===== src/rtl/stab_sweep_if.sv =====
// Handshake bundle between the stability sweep scheduler and its controller/solver side.
// The slave modport is the scheduler view; the master modport is the controller/engine view.
interface stab_sweep_if #(
    parameter int IDX_W = 8
);
    logic             start;
    logic             abort;
    logic [IDX_W-1:0] npts;
    logic             solve_req;
    logic [1:0]       solve_type;
    logic [IDX_W-1:0] solve_idx;
    logic             solve_ack;
    logic             solve_done;
    logic             solve_ok;
    logic             busy;
    logic             done;
    logic             error;
    logic [1:0]       err_code;
    logic [IDX_W:0]   pts_done;

    modport slave (
        input  start, abort, npts, solve_ack, solve_done, solve_ok,
        output solve_req, solve_type, solve_idx, busy, done, error, err_code, pts_done
    );

    modport master (
        output start, abort, npts, solve_ack, solve_done, solve_ok,
        input  solve_req, solve_type, solve_idx, busy, done, error, err_code, pts_done
    );
endinterface


===== src/rtl/stab_sweep_sched.sv =====
// Sequences DC, then AC/SP pairs per frequency point, on a shared solver engine.
// Handles retries on non-convergence, per-request timeout and abort; all outputs are registered.
module stab_sweep_sched #(
    parameter int IDX_W     = 8,
    parameter int MAX_RETRY = 2,
    parameter int TIMEOUT   = 1023
) (
    input  logic clk,
    input  logic rst_n,
    stab_sweep_if.slave bus
);
    localparam int TW = $clog2(TIMEOUT + 1);
    localparam int RW = $clog2(MAX_RETRY + 2);
    localparam logic [TW-1:0]  T_LAST   = TW'(TIMEOUT - 1);
    localparam logic [RW-1:0]  R_MAX    = RW'(MAX_RETRY);
    localparam logic [IDX_W:0] P_ONE    = 1;

    typedef enum logic [3:0] {
        S_IDLE, S_DC_REQ, S_DC_WAIT, S_AC_REQ, S_AC_WAIT,
        S_SP_REQ, S_SP_WAIT, S_FIN, S_ERR
    } state_t;

    state_t           r_state, w_state_next;
    logic [IDX_W-1:0] r_npts, w_npts_next;
    logic [IDX_W-1:0] r_idx, w_idx_next;
    logic [RW-1:0]    r_retry, w_retry_next;
    logic [TW-1:0]    r_tcnt, w_tcnt_next;
    logic [IDX_W:0]   r_pts, w_pts_next;
    logic             r_error, w_error_next;
    logic [1:0]       r_err_code, w_err_code_next;
    logic             r_solve_req, r_busy, r_done;
    logic [1:0]       r_solve_type;
    logic [IDX_W:0]   w_idx_inc;
    logic             w_is_wait;

    assign w_idx_inc = {1'b0, r_idx} + P_ONE;
    assign w_is_wait = (r_state == S_DC_WAIT) || (r_state == S_AC_WAIT) || (r_state == S_SP_WAIT);

    always_comb begin
        w_state_next    = r_state;
        w_npts_next     = r_npts;
        w_idx_next      = r_idx;
        w_retry_next    = r_retry;
        w_tcnt_next     = r_tcnt;
        w_pts_next      = r_pts;
        w_error_next    = r_error;
        w_err_code_next = r_err_code;

        // Abort wins over every other event; ERR is already on its way out.
        if (bus.abort && r_state != S_IDLE && r_state != S_ERR) begin
            w_state_next    = S_ERR;
            w_err_code_next = 2'b11;
        end else begin
            case (r_state)
                S_IDLE: begin
                    if (bus.start) begin
                        w_state_next    = S_DC_REQ;
                        w_npts_next     = bus.npts;
                        w_idx_next      = '0;
                        w_retry_next    = '0;
                        w_tcnt_next     = '0;
                        w_pts_next      = '0;
                        w_error_next    = 1'b0;
                        w_err_code_next = 2'b00;
                    end
                end
                S_DC_REQ, S_AC_REQ, S_SP_REQ: begin
                    if (bus.solve_ack) begin
                        w_tcnt_next = '0;
                        case (r_state)
                            S_DC_REQ: w_state_next = S_DC_WAIT;
                            S_AC_REQ: w_state_next = S_AC_WAIT;
                            default:  w_state_next = S_SP_WAIT;
                        endcase
                    end
                end
                S_DC_WAIT, S_AC_WAIT, S_SP_WAIT: begin
                    if (bus.solve_done) begin
                        if (bus.solve_ok) begin
                            w_retry_next = '0;
                            case (r_state)
                                S_DC_WAIT: begin
                                    w_idx_next   = '0;
                                    w_state_next = (r_npts == '0) ? S_FIN : S_AC_REQ;
                                end
                                S_AC_WAIT: w_state_next = S_SP_REQ;
                                default: begin
                                    w_pts_next = r_pts + P_ONE;
                                    if (w_idx_inc == {1'b0, r_npts}) begin
                                        w_state_next = S_FIN;
                                    end else begin
                                        w_idx_next   = w_idx_inc[IDX_W-1:0];
                                        w_state_next = S_AC_REQ;
                                    end
                                end
                            endcase
                        end else if (r_retry < R_MAX) begin
                            w_retry_next = r_retry + RW'(1);
                            case (r_state)
                                S_DC_WAIT: w_state_next = S_DC_REQ;
                                S_AC_WAIT: w_state_next = S_AC_REQ;
                                default:   w_state_next = S_SP_REQ;
                            endcase
                        end else begin
                            w_state_next    = S_ERR;
                            w_err_code_next = 2'b01;
                        end
                    end else if (r_tcnt == T_LAST) begin
                        w_state_next    = S_ERR;
                        w_err_code_next = 2'b10;
                    end else begin
                        w_tcnt_next = r_tcnt + TW'(1);
                    end
                end
                S_FIN:   w_state_next = S_IDLE;
                S_ERR:   w_state_next = S_IDLE;
                default: w_state_next = S_IDLE;
            endcase
        end

        if (w_state_next == S_ERR) begin
            w_error_next = 1'b1;
        end
    end

    always_ff @(posedge clk or negedge rst_n) begin
        if (!rst_n) begin
            r_state      <= S_IDLE;
            r_npts       <= '0;
            r_idx        <= '0;
            r_retry      <= '0;
            r_tcnt       <= '0;
            r_pts        <= '0;
            r_error      <= 1'b0;
            r_err_code   <= 2'b00;
            r_solve_req  <= 1'b0;
            r_solve_type <= 2'b00;
            r_busy       <= 1'b0;
            r_done       <= 1'b0;
        end else begin
            r_state    <= w_state_next;
            r_npts     <= w_npts_next;
            r_idx      <= w_idx_next;
            r_retry    <= w_retry_next;
            r_tcnt     <= w_tcnt_next;
            r_pts      <= w_pts_next;
            r_error    <= w_error_next;
            r_err_code <= w_err_code_next;
            r_busy     <= (w_state_next != S_IDLE);
            r_done     <= (w_state_next == S_FIN);
            r_solve_req <= (w_state_next == S_DC_REQ) || (w_state_next == S_AC_REQ) ||
                           (w_state_next == S_SP_REQ);
            case (w_state_next)
                S_DC_REQ: r_solve_type <= 2'b00;
                S_AC_REQ: r_solve_type <= 2'b01;
                S_SP_REQ: r_solve_type <= 2'b10;
                default:  r_solve_type <= r_solve_type;
            endcase
        end
    end

    assign bus.solve_req  = r_solve_req;
    assign bus.solve_type = r_solve_type;
    assign bus.solve_idx  = r_idx;
    assign bus.busy       = r_busy;
    assign bus.done       = r_done;
    assign bus.error      = r_error;
    assign bus.err_code   = r_err_code;
    assign bus.pts_done   = r_pts;

    logic w_unused;
    assign w_unused = w_is_wait;
endmodule


===== src/flat_wrapper.sv =====
// flat-port wrapper written by rule: the top's interface ports become plain ports
module stab_sweep_sched_flat 
#(
    parameter int IDX_W     = 8,
    parameter int MAX_RETRY = 2,
    parameter int TIMEOUT   = 1023
)
  (clk, rst_n, bus_start, bus_abort, bus_npts, bus_solve_ack, bus_solve_done, bus_solve_ok, bus_solve_req, bus_solve_type, bus_solve_idx, bus_busy, bus_done, bus_error, bus_err_code, bus_pts_done);
  stab_sweep_if #(.IDX_W(IDX_W)) bus_i ();
  input  logic clk;
  input  logic rst_n;
  input wire logic [$bits(bus_i.start)-1:0] bus_start;
  input wire logic [$bits(bus_i.abort)-1:0] bus_abort;
  input wire logic [$bits(bus_i.npts)-1:0] bus_npts;
  input wire logic [$bits(bus_i.solve_ack)-1:0] bus_solve_ack;
  input wire logic [$bits(bus_i.solve_done)-1:0] bus_solve_done;
  input wire logic [$bits(bus_i.solve_ok)-1:0] bus_solve_ok;
  output wire logic [$bits(bus_i.solve_req)-1:0] bus_solve_req;
  output wire logic [$bits(bus_i.solve_type)-1:0] bus_solve_type;
  output wire logic [$bits(bus_i.solve_idx)-1:0] bus_solve_idx;
  output wire logic [$bits(bus_i.busy)-1:0] bus_busy;
  output wire logic [$bits(bus_i.done)-1:0] bus_done;
  output wire logic [$bits(bus_i.error)-1:0] bus_error;
  output wire logic [$bits(bus_i.err_code)-1:0] bus_err_code;
  output wire logic [$bits(bus_i.pts_done)-1:0] bus_pts_done;
  assign bus_i.start = bus_start;
  assign bus_i.abort = bus_abort;
  assign bus_i.npts = bus_npts;
  assign bus_i.solve_ack = bus_solve_ack;
  assign bus_i.solve_done = bus_solve_done;
  assign bus_i.solve_ok = bus_solve_ok;
  assign bus_solve_req = bus_i.solve_req;
  assign bus_solve_type = bus_i.solve_type;
  assign bus_solve_idx = bus_i.solve_idx;
  assign bus_busy = bus_i.busy;
  assign bus_done = bus_i.done;
  assign bus_error = bus_i.error;
  assign bus_err_code = bus_i.err_code;
  assign bus_pts_done = bus_i.pts_done;
  stab_sweep_sched #(.IDX_W(IDX_W), .MAX_RETRY(MAX_RETRY), .TIMEOUT(TIMEOUT)) u_core (.clk(clk), .rst_n(rst_n), .bus(bus_i));
endmodule

===== config.mk =====
export PLATFORM = sky130hd
export DESIGN_NAME = stab_sweep_sched_flat
export DESIGN_NICKNAME = d
export VERILOG_FILES = /design/src/rtl/stab_sweep_if.sv /design/src/rtl/stab_sweep_sched.sv /design/src/flat_wrapper.sv
export SDC_FILE = /design/constraint.sdc
export NUM_CORES = 1
export LEC_CHECK = 0
export CAP_MARGIN = 20
export CORE_MARGIN = 2
export CORE_UTILIZATION = 30
export CTS_CLUSTER_DIAMETER = 150
export DETAILED_ROUTE_END_ITERATION = 8
export MAX_ROUTING_LAYER = met4
export SYNTH_ARGS = -nofsm -noshare
export SYNTH_HDL_FRONTEND = slang
export SYNTH_SLANG_ARGS = --single-unit

===== constraint.sdc =====
create_clock -name clk -period 2.81 [get_ports clk]
set_input_delay 0.562 -clock clk [delete_from_list [all_inputs] [get_ports clk]]
set_output_delay 0.562 -clock clk [all_outputs]
set_load 0.01 [all_outputs]

* Word-level counts from Yosys, hierarchy flattened
Index checks and enable logic that the tools add are counted.
** Operators by class
- $lt $le $gt $ge :: 1
- Bitwise operators :: 1
- Add/sub/neg operators :: 4
- Equality and inequality tests :: 29
- Reductions and logical operators :: 24
- Muxes and demuxes :: 45
** Operator list (count)
- 10-bit two-way mux :: 4
- 9-bit two-way mux :: 4
- 8-bit two-way mux :: 4
- 8-bit case mux with 2 select lines :: 2
- 10-bit case mux with 3 select lines :: 1
- 4-bit two-way mux :: 7
- 4-bit by 3-bit equality test with 1-bit output (second input constant) :: 5
- 2-bit two-way mux :: 9
- 2-bit != test (second input constant) :: 9
- 9-bit case mux with 2 select lines :: 1
- 4-bit by 2-bit equality test with 1-bit output (second input constant) :: 3
- 3-bit case mux with 2 select lines :: 2
- 4-bit case mux with 3 select lines :: 1
- 6-bit AND reduction :: 2
- 10-bit by 1-bit adder with 10-bit output (second input constant) :: 1
- 10-bit equality test (second input constant) :: 1
- 5-bit AND reduction :: 2
- 8-bit by 1-bit adder with 9-bit output (second input constant) :: 1
- 9-bit by 1-bit adder with 9-bit output (second input constant) :: 1
- 9-bit by 8-bit equality test with 1-bit output :: 1
- 3-bit by 2-bit != test with 1-bit output (second input constant) :: 3
- 3-bit nonzero test :: 3
- 4-bit by 1-bit equality test with 1-bit output (second input constant) :: 2
- 8-bit zero test :: 1
- 21 further kinds :: 34
** Storage, ports and cells
- Word-level logic and storage cells :: 116
- Bits of input ports :: 15
- Bits in registers :: 49
- Output and inout bits :: 25

* Longest topological paths before layout
Gate-level depths: netlist of run 1.
- Word-level depth :: 11
- Mapped depth :: 9
- Mapped depth without buffers :: 8

* Worst setup path before layout of run 1
Ideal clock, no wire load.
- Kind :: register to register
- From :: reg u_core.r_idx[0], in the netlist u_core.bus.solve_idx[0]
- To :: reg u_core.r_idx[5], in the netlist u_core.bus.solve_idx[5]
- Stages on the path, launching flop included :: 9
- Library setup time :: 0.104 ns
- Required time :: 2.706 ns
- Path slack :: 0.690 ns
- Arrival time :: 2.017 ns
- Clock period less this slack :: 2.120 ns
- Path through :: dfrtp_1 -> ha_1 -> nand3_2 -> o31ai_1 -> o32ai_1 -> o2111a_1 -> buf_2 -> a211o_1 -> o41ai_2
** Between the ends
- Longest elaborated chain between the ends :: 6
- Elaborated cells between the ends (all ways) :: 9
- Classes of those cells :: add/sub (1); eq/ne (2); mux (5); reduce/logical (1)
** Ends and longest elaborated chain
- start, declared :: line stab_sweep_sched.sv:25 : logic [IDX_W-1:0] r_idx, w_idx_next;
- start signal, assigned :: line stab_sweep_sched.sv:143 : r_idx <= w_idx_next;
- 8-bit by 1-bit adder with 9-bit output (*) :: line stab_sweep_sched.sv:36 : assign w_idx_inc = {1'b0, r_idx} + P_ONE;
- 8-bit two-way mux :: line stab_sweep_sched.sv:89 : if (w_idx_inc == {1'b0, r_npts}) begin
- 8-bit case mux with 2 select lines :: line stab_sweep_sched.sv:81 : case (r_state)
- 8-bit two-way mux :: line stab_sweep_sched.sv:79 : if (bus.solve_ok) begin
- 8-bit two-way mux :: line stab_sweep_sched.sv:78 : if (bus.solve_done) begin
- 8-bit case mux with 2 select lines :: line stab_sweep_sched.sv:54 : case (r_state)
Every way passes the cells marked *; elsewhere a longest branch is shown, timed or not. The select of a mux whose other input is x is not followed.
A chain may end at the register's enable or synchronous reset.

* Worst setup path in the final report of run 1
- From :: reg u_core.r_idx[0], in the netlist u_core.bus.solve_idx[0]
- To :: reg u_core.r_idx[7], in the netlist u_core.bus.solve_idx[7]
Same word-level chain as after synthesis.

==> results of run 1 <==
==> cell usage after synthesis (5+ instances only) <==
cell,n
dfrtp_1,49
nand2_1,49
nor2_1,27
o21ai_0,22
o31ai_1,12
a21oi_1,11
buf_2,10
nand3_1,10
xor2_1,10
inv_1,8
nor3_1,8
and3_1,7
o21a_1,7
clkbuf_1,6
a41oi_1,5
and2_1,5
nand4_1,5
==> critical path: cells and delay by family (launching register included) <==
family	cells	cell delay, ns
DFF	1	0.46
buffers and inverters	1	0.19
adders and majority gates	1	0.31
AOI/OAI and AO/OA	4	1.08
and+or+nand+nor	2	0.26
==> stage by stage <==
step	total power [mW]	cells	hold WS (ns)	setup WS (ns)
2_1_floorplan	1.90	330	0.266	0.690
3_3_place_gp	2.32	494	0.456	0.192
3_5_place_dp	2.34	494	0.458	0.150
4_1_cts	2.81	502	0.175	0.390
5_1_grt	3.02	502	0.183	0.205
6_report	2.79	502	0.165	0.407
==> sequential cells by signal, indices dropped and copies added (netlist names) <==
register,flops
u_core.bus.done,1
u_core.r_state,4
u_core.r_npts,8
u_core.bus.solve_type,2
u_core.bus.err_code,2
u_core.bus.solve_req,1
u_core.r_retry,2
u_core.bus.error,1
u_core.r_tcnt,10
u_core.bus.pts_done,9
u_core.bus.busy,1
u_core.bus.solve_idx,8
==> routing by layer <==
metal / vias up / wire length [um] / part of all wire
met5: - / 0 / 0
met4: 0 / 122 / 0.017
met3: 10 / 203 / 0.028
met2: 39 / 3360 / 0.47
met1: 1281 / 3460 / 0.48
li1: 1284 / - / -
==> report_power, final <==
group | internal (mW) | leakage (nW) | switching (mW)
logic | 0.551 | 0.788 | 0.699
registers | 0.865 | 0.652 | 0.211
clock network | 0.187 | 0.0506 | 0.275
==> cell type report <==
cell class	instances	area (um2)
flip-flops and latches	49	1230
inverters	8	30.0
repair buffers	50	468
clock inverters	3	28.8
multi-input cells	254	1590
well taps	133	166
clock buffers	5	68.8
fillers	1028	6060
==> path summary, 6_finish.rpt <==
check,startpoint,endpoint,cells after the start
min in group clk,u_core.r_tcnt[8]$_DFFE_PN0P_,u_core.r_tcnt[8]$_DFFE_PN0P_,1
min,rst_n,u_core.r_tcnt[0]$_DFFE_PN0P_,1
max in group asynchronous,rst_n,u_core.r_tcnt[8]$_DFFE_PN0P_,2
max reg2reg,u_core.bus.solve_idx[0]$_DFFE_PN0P_,u_core.bus.solve_idx[7]$_DFFE_PN0P_,8
min reg2reg,u_core.r_tcnt[8]$_DFFE_PN0P_,u_core.r_tcnt[8]$_DFFE_PN0P_,1
max,u_core.bus.solve_idx[0]$_DFFE_PN0P_,u_core.bus.solve_idx[7]$_DFFE_PN0P_,8
==> logic make-up after synthesis <==
kind of cell | synth area share
AND/OR/NAND/NOR | 0.238
AO/OA/AOI/OAI | 0.244
flip-flops | 0.416
buffers and inverters | 0.0425
XOR/XNOR | 0.0357
adder cells (fa/ha/maj) | 0.0170
multiplexers | 0.00680
==> reports/summary.txt, run 1 <==
Drt drc: 0
Sink Count: 49
Drt total wl: 7.14 mm
Post-DP HPWL: 5.24 mm
Final setup violation count: 0
Gr usage total: 0.145
Worst slew pin tran: 0.735 ns
Met3 Use GR: 0.0251
Die W: 103 um
Post-synth EDFFs: 0
Worst VDD drop: 0.254 mV
Placed inst area: 0.00348 mm2
Routability cong.: 0.854
Initial Util: 0.305
Nets@finish: 387
Layout cell share with drive strength beyond 1: 0.0921
YS warnings: 0
Core area: 0.00964 mm2
Seq cells post-synth: 49
Synth-to-Final Area Change: 21.6%
Final antenna diode count: 0
Final Skew: 0.0131 ns
Count of different cell masters after synthesis: 66
TritonCTS clock tree: built
FF-to-FF setup slack: 0.41 ns
Synth area leader: dfrtp_1
Layout Utilization: 0.371
Fin area: 0.00358 mm2
Startpoint Class: flip-flop
Met2 usage: 0.221
PD cells: 778 mW/mm2
Initial DRC Count: 141
CTS root buf: clkbuf_8
Cts hold-fix bufs: 0
Antenna violations before repair: 0
Critical Path AT: 2.61 ns
Fmax: 416 MHz
Top cell type's share of synthesized area: 0.416
Post-Synthesis Cells: 330
Post-CTS sizing: 0
Row Count: 36
Top_reg_cell synth: dfrtp_1
Critical path, cell by cell: ha_1 > nand3_2 > o21a_1 > o32ai_1 > o2111a_1 > buf_4 > nand2_1 > a31o_1
Hold Crit Class: input port to async pin
Remaining antenna violation count: 0
# H-tree levels: 2
Post-route setup TNS: 0 ns
Fin. max-slew vios: 0
First-pass GRT wire length: 11.9 mm
Seq/Total Area, Yosys: 0.416
Max Fanout on Critical Path: 8
Reg clk slew, reported paths: 0.10 ns
Ranking of synthesized cells by area: dfrtp_1, nand2_1, o21ai_0
Fin crit share: 0.855
# port buffers: 39
Post-CTS Setup Repair Bufs: 0
Vias in the first global route: 2455
Grt met1 use: 0.196
Critical path class: flip-flop to flip-flop
Routed wire length per instance: 14.2 um
Maximum buffer depth of the clock tree: 2
Rel. slew slack: 0.509
Slowest Stage Delay on Critical Path: 0.46 ns
Io pins: 40
Most frequent cells in the layout: nand2_1, dfrtp_1, clkdlybuf4s50_1
Final Hold Fails: 0
Leakage power: 1.49 nW
RSZ-0062 raised after global routing: false
Die area: 0.0106 mm2
Skew-Pair Late Insertion Delay: 0.32 ns
Gr ovfl total: 0
Grt peak-use layer: met2
Asr flop ratio synth: 1.00
Average size of a mapped cell: 8.92 um2
Max_cap viols: 0
Vias: 2614
Slowest stage cell, crit path: dfrtp_1
Die Ht: 103 um
Via/cell ratio: 5.21
Num CTS Buffers: 5
Status: complete, no violations
Cell area after synthesis: 0.00294 mm2
Crit path time final: 2.40 ns
Drt first pass iters: 4
Post-Syn Nets: 349
Critical Path RT: 3.01 ns
Largest net degree at the start of global routing: 33
Worst setup EP type: flip-flop
No activity file was read; power rests on OpenSTA's default activity.
==> run 2: changes to the inputs <==
- clock period: 2.81 -> 2.32 ns (I/O delays scaled with it)
==> reports/summary.txt, run 2 (synthesized netlist as in run 1, its figures left out) <==
Area of the multi-input gates: 0.00160 mm2 (was 0.00159 mm2)
Remaining antenna violation count: 0 (unchanged)
Routed wire length per instance: 14.0 um (was 14.2 um)
Drt drc: 0 (unchanged)
Post-CTS Setup Repair Bufs: 0 (unchanged)
Fin. max-slew vios: 0 (unchanged)
TritonCTS clock tree: built (unchanged)
Fin area: 0.00374 mm2 (was 0.00358 mm2)
Post-CTS sizing: 0 (unchanged)
Antenna violations before repair: 0 (unchanged)
Worst setup EP type: flip-flop (unchanged)
Die Ht: 103 um (unchanged)
Core area: 0.00964 mm2 (unchanged)
Worst VDD drop: 0.393 mV (was 0.254 mV)
Nets@finish: 405 (was 387)
Vias: 2625 (was 2614)
Gr usage total: 0.148 (was 0.145)
CP top delay family: compound AO/OA/AOI/OAI gates (unchanged)
Max reg flops: 10 (unchanged)
First-pass GRT wire length: 12.0 mm (was 11.9 mm)
PD cells: 928 mW/mm2 (was 778 mW/mm2)
Die W: 103 um (unchanged)
Register with the most flip-flops: u_core.r_tcnt (unchanged)
Slowest stage cell, crit path: o2111a_2 (was dfrtp_1)
Skew-Pair Late Insertion Delay: 0.31 ns (was 0.32 ns)
Largest net degree at the start of global routing: 50 (was 33)
Final setup violation count: 0 (unchanged)
Placed inst area: 0.00363 mm2 (was 0.00348 mm2)
Die area: 0.0106 mm2 (unchanged)
Rel. slew slack: 0.611 (was 0.509)
Dpl ws: -0.0468 ns (was 0.150 ns)
Layout Utilization: 0.388 (was 0.371)
Critical Path AT: 2.37 ns (was 2.61 ns)
Final Skew: 0.0112 ns (was 0.0131 ns)
Crit path time final: 2.15 ns (was 2.40 ns)
Drt first pass iters: 4 (unchanged)
Final Hold Fails: 0 (unchanged)
Max Fanout on Critical Path: 7 (was 8)
Worst slew pin tran: 0.581 ns (was 0.735 ns)
Max_cap viols: 0 (unchanged)
Most frequent cells in the layout: nand2_1, dfrtp_1, clkdlybuf4s50_1 (unchanged)
Final antenna diode count: 0 (unchanged)
Sink Count: 49 (unchanged)
Slowest Stage Delay on Critical Path: 0.38 ns (was 0.46 ns)
Drt total wl: 7.30 mm (was 7.14 mm)
Routability cong.: 0.890 (was 0.854)
Critical path class: flip-flop to flip-flop (unchanged)
Maximum buffer depth of the clock tree: 2 (unchanged)
Leakage power: 1.57 nW (was 1.49 nW)
Final Worst Setup Slack: 0.170 ns (was 0.407 ns)
Hold Crit Class: input port to async pin (unchanged)
# H-tree levels: 2 (unchanged)
Reg clk slew, reported paths: 0.11 ns (was 0.10 ns)
Layout cell share with drive strength beyond 1: 0.142 (was 0.0921)
Io pins: 40 (unchanged)
Num CTS Buffers: 5 (unchanged)
Synth-to-Final Area Change: 26.9% (was 21.6%)
Cts hold-fix bufs: 0 (unchanged)
Via/cell ratio: 5.05 (was 5.21)
Gr ovfl total: 0 (unchanged)
Fin crit share: 0.927 (was 0.855)
CTS root buf: clkbuf_8 (unchanged)
Status: complete, no violations (unchanged)
Row Count: 36 (unchanged)
Critical Path RT: 2.54 ns (was 3.01 ns)
Initial Util: 0.305 (unchanged)
Crit path buffers/inverters: 1 (unchanged)
Seq. cell area: 0.00123 mm2 (about the same)
Fill cell count: 1011 (was 1028)
Fmax: 465 MHz (was 416 MHz)
Vias in the first global route: 2422 (was 2455)
Post-DP HPWL: 5.43 mm (was 5.24 mm)
Startpoint Class: flip-flop (unchanged)
Initial DRC Count: 164 (was 141)
Commonest non-fill, non-tap cell in the layout: nand2_1
# port buffers: 39 (unchanged)
Critical path, cell by cell: ha_1 > nand3_2 > o21a_1 > o32ai_1 > o2111a_2 > buf_4 > a41oi_1 > o31ai_1 (was ha_1 > nand3_2 > o21a_1 > o32ai_1 > o2111a_1 > buf_4 > nand2_1 > a31o_1)
RSZ-0062 raised after global routing: false (unchanged)
[run 2: report_power, final]
group	internal, mW	switching (mW)	leakage, nW	total [mW]
clock network	0.220	0.325	0.0423	0.545
logic	0.742	0.889	0.881	1.63
registers	1.05	0.243	0.651	1.29
total	2.01	1.46	1.57	3.47
[run 2: path summary, 6_finish.rpt]
path,from,end,slack [ns],depth (start not counted)
setup / recovery,u_core.bus.solve_idx[0]$_DFFE_PN0P_,u_core.bus.solve_idx[3]$_DFFE_PN0P_,0.17,8
hold / removal,rst_n,u_core.r_tcnt[4]$_DFFE_PN0P_,0.13,2
setup reg to reg,u_core.bus.solve_idx[0]$_DFFE_PN0P_,u_core.bus.solve_idx[3]$_DFFE_PN0P_,0.17,8
hold reg to reg,u_core.r_tcnt[9]$_DFFE_PN0P_,u_core.r_tcnt[9]$_DFFE_PN0P_,0.48,1
max in group asynchronous,rst_n,u_core.r_state[2]$_DFF_PN0_,1.95,2
min in group clk,u_core.r_tcnt[9]$_DFFE_PN0P_,u_core.r_tcnt[9]$_DFFE_PN0P_,0.48,1
[run 2: routing by layer]
layer	vias up	track usage	routed length [um]
met5	-	-	0
met4	0	0.0425	88
met3	5	0.0217	228
met2	43	0.225	3380
met1	1259	0.205	3600
li1	1318	-	-
[run 2: area by class of cell]
type,instances,share of cell area
tap,133,0.0445
inverter,8,0.00803
sequential,49,0.328
timing repair buffer,68,0.165
multi-input combinational,254,0.429
clock inverter,3,0.00703
clock buffer,5,0.0184
[run 2: per-stage QoR]
| stage | TNS, ns | instances | hold WS (ns) | total power, mW |
|---|---|---|---|---|
| finish | 0 | 520 | 0.127 | 3.47 |
| global route | 0 | 520 | 0.140 | 3.75 |
| CTS | 0 | 520 | 0.136 | 3.49 |
| detailed placement | -0.181 | 512 | 0.457 | 2.93 |
| global placement | -0.0146 | 512 | 0.457 | 2.90 |
| floorplan | 0 | 330 | 0.168 | 2.30 |
==> run 3: changes to the inputs <==
- ABC_CLOCK_PERIOD_IN_PS: not set -> 2320
- PLACE_DENSITY_LB_ADDON: not set -> 0.08
==> reports/summary.txt, run 3 (synthesized netlist as in run 1, its figures left out) <==
Overall Power: 3.55 mW (was 3.47 mW)
Hold Crit Class: input port to async pin (unchanged)
Gr ovfl total: 0 (unchanged)
Num CTS Buffers: 5 (unchanged)
Critical Path Stages: 8 (unchanged)
Vias in the first global route: 2546 (was 2422)
Post-route setup TNS: 0 ns (unchanged)
Fin crit share: 0.940 (was 0.927)
Io pins: 40 (unchanged)
Most frequent cells in the layout: nand2_1, dfrtp_1, clkdlybuf4s50_1 (unchanged)
Crit path time final: 2.18 ns (was 2.15 ns)
Worst VDD drop: 0.405 mV (was 0.393 mV)
Final Hold Fails: 0 (unchanged)
Via/cell ratio: 5.04 (was 5.05)
Die W: 103 um (unchanged)
TritonCTS clock tree: built (unchanged)
Die Ht: 103 um (unchanged)
Slowest stage cell, crit path: a211o_1 (was o2111a_2)
Initial DRC Count: 109 (was 164)
Die area: 0.0106 mm2 (unchanged)
CTS root buf: clkbuf_8 (unchanged)
Sw Pwr: 1.48 mW (was 1.46 mW)
Post-CTS sizing: 0 (unchanged)
Sink Count: 49 (unchanged)
Fmax: 458 MHz (was 465 MHz)
Reg2Reg Depth: 8 (unchanged)
RSZ-0062 raised after global routing: false (unchanged)
Routability cong.: 0.888 (was 0.890)
Final Non-Filler Cells: 529 (was 520)
Worst slew pin tran: 0.566 ns (was 0.581 ns)
Critical path capture point: u_core.bus.solve_idx[5]$_DFFE_PN0P_ (was u_core.bus.solve_idx[3]$_DFFE_PN0P_)
CP top delay family: compound AO/OA/AOI/OAI gates (unchanged)
Drt total wl: 8.04 mm (was 7.30 mm)
Final antenna diode count: 0 (unchanged)
FF-to-FF End: u_core.bus.solve_idx[5]$_DFFE_PN0P_ (was u_core.bus.solve_idx[3]$_DFFE_PN0P_)
Vias: 2668 (was 2625)
Drt drc: 0 (unchanged)
Critical path class: flip-flop to flip-flop (unchanged)
Initial Util: 0.305 (unchanged)
Placed inst area: 0.00370 mm2 (was 0.00363 mm2)
Largest net degree at the start of global routing: 30 (was 50)
P_int: 2.08 mW (was 2.01 mW)
Fill cell count: 1033 (was 1011)
Min Hold Slack: 0.129 ns (was 0.127 ns)
Max reg flops: 10 (unchanged)
Critical path, cell by cell: ha_1 > buf_4 > and3_1 > a31oi_1 > o32ai_1 > o2111a_1 > a211o_1 > o41ai_2 (was ha_1 > nand3_2 > o21a_1 > o32ai_1 > o2111a_2 > buf_4 > a41oi_1 > o31ai_1)
Drt first pass iters: 4 (unchanged)
Post-CTS Setup Repair Bufs: 0 (unchanged)
FF-to-FF setup slack: 0.14 ns (was 0.17 ns)
Net Sw Frac: 0.416 (was 0.420)
Maximum buffer depth of the clock tree: 2 (unchanged)
Register with the most flip-flops: u_core.r_tcnt (unchanged)
Final Skew: 0.00966 ns (was 0.0112 ns)
Slowest Stage Delay on Critical Path: 0.42 ns (was 0.38 ns)
Synth-to-Final Area Change: 28.9% (was 26.9%)
Commonest non-fill, non-tap cell in the layout: nand2_1 (unchanged)
Worst Setup SP: u_core.bus.solve_idx[0]$_DFFE_PN0P_ (unchanged)
Remaining antenna violation count: 0 (unchanged)
Status: complete, no violations (unchanged)
Crit path buffers/inverters: 1 (unchanged)
Critical Path AT: 2.39 ns (was 2.37 ns)
First-pass GRT wire length: 13.2 mm (was 12.0 mm)
Startpoint Class: flip-flop (unchanged)
Cts hold-fix bufs: 0 (unchanged)
Flop pwr share: 0.354 (was 0.372)
Leakage power: 1.63 nW (was 1.57 nW)
Launching point of the worst reg2reg path: u_core.bus.solve_idx[0]$_DFFE_PN0P_ (unchanged)
Inst Count DP: 521 (was 512)
Max Fanout on Critical Path: 7 (unchanged)
Gr usage total: 0.164 (was 0.148)
Core area: 0.00964 mm2 (unchanged)
Clock share of power: 0.157 (about the same)
Routed wire length per instance: 15.2 um (was 14.0 um)
Comb power frac: 0.489 (was 0.470)
Post-DP HPWL: 5.93 mm (was 5.43 mm)
Fin. max-slew vios: 0 (unchanged)
Nets@finish: 414 (was 405)
Rel. slew slack: 0.621 (was 0.611)
Max_cap viols: 0 (unchanged)
Fin area: 0.00380 mm2 (was 0.00374 mm2)
Reg clk slew, reported paths: 0.10 ns (was 0.11 ns)
PD cells: 936 mW/mm2 (was 928 mW/mm2)
Layout cell share with drive strength beyond 1: 0.157 (was 0.142)
Final setup violation count: 0 (unchanged)
Antenna violations before repair: 0 (unchanged)
Worst setup EP type: flip-flop (unchanged)
Skew-Pair Late Insertion Delay: 0.31 ns (about the same)
Critical Path RT: 2.52 ns (was 2.54 ns)
# H-tree levels: 2 (unchanged)
# port buffers: 39 (unchanged)
Row Count: 36 (unchanged)
-- run 3: changes by cell type in the layout (fill, tap and decap cells not counted), sizes merged --
cell,before,now
clkinv,0,2
clkinvlp,2,0
inv,9,8
buf,30,39
clkbuf,5,6
-- run 3: how the worst min path moves through the flow --
stage	slack [ns]	start	cells after the start	end
2_1_floorplan	0.17	rst_n	0	u_core.bus.busy$_DFF_PN0_
3_3_place_gp	0.46	u_core.r_tcnt[9]$_DFFE_PN0P_	1	u_core.r_tcnt[9]$_DFFE_PN0P_
3_5_place_dp	0.47	u_core.r_tcnt[9]$_DFFE_PN0P_	1	u_core.r_tcnt[9]$_DFFE_PN0P_
4_1_cts	0.15	rst_n	1	u_core.r_tcnt[9]$_DFFE_PN0P_
5_1_grt	0.16	rst_n	1	u_core.bus.done$_DFF_PN0_
6_report	0.13	rst_n	1	u_core.bus.done$_DFF_PN0_
-- run 3: per-layer routing --
metal,track usage,up-vias,share of wire
li1,-,1339,-
met4,0.0334,0,0.0085
met3,0.0278,7,0.031
met1,0.223,1279,0.49
met5,-,-,0
met2,0.259,43,0.47
-- run 3: power by group through the flow --
| stage | sequential, mW | clock [mW] | combinational [mW] |
|---|---|---|---|
| 6_report | 1.26 | 0.558 | 1.74 |
| 5_1_grt | 1.30 | 0.606 | 1.95 |
| 4_1_cts | 1.26 | 0.579 | 1.76 |
| 3_5_place_dp | 1.27 | 0 | 1.76 |
| 3_3_place_gp | 1.28 | 0 | 1.75 |
| 2_1_floorplan | 1.25 | 0 | 1.05 |
-- run 3: area by class of cell --
type	count	area, um2	share of cell area
clock inverters	2	13.8	0.00363
clock buffers	6	82.6	0.0218
flip-flops and latches	49	1230	0.323
multi-input cells	254	1590	0.420
repair buffers	77	683	0.180
well taps	133	166	0.0438
inverters	8	30.0	0.00791
-- run 3: worst register-to-register path, delay by kind of cell (launching register included) --
family | cells | cell delay (ns)
AOI/OAI and AO/OA | 5 | 1.15
adders and majority gates | 1 | 0.23
buffers and inverters | 1 | 0.15
DFF | 1 | 0.39
and+or+nand+nor | 1 | 0.16
-- run 3: metrics by stage --
stage                     worst slack, ns   util
after floorplan                     0.200      -
after global placement            -0.0843  0.384
after detailed placement           -0.124  0.384
after CTS                          0.0961  0.394
after global routing              0.00552  0.394
final                               0.139  0.394
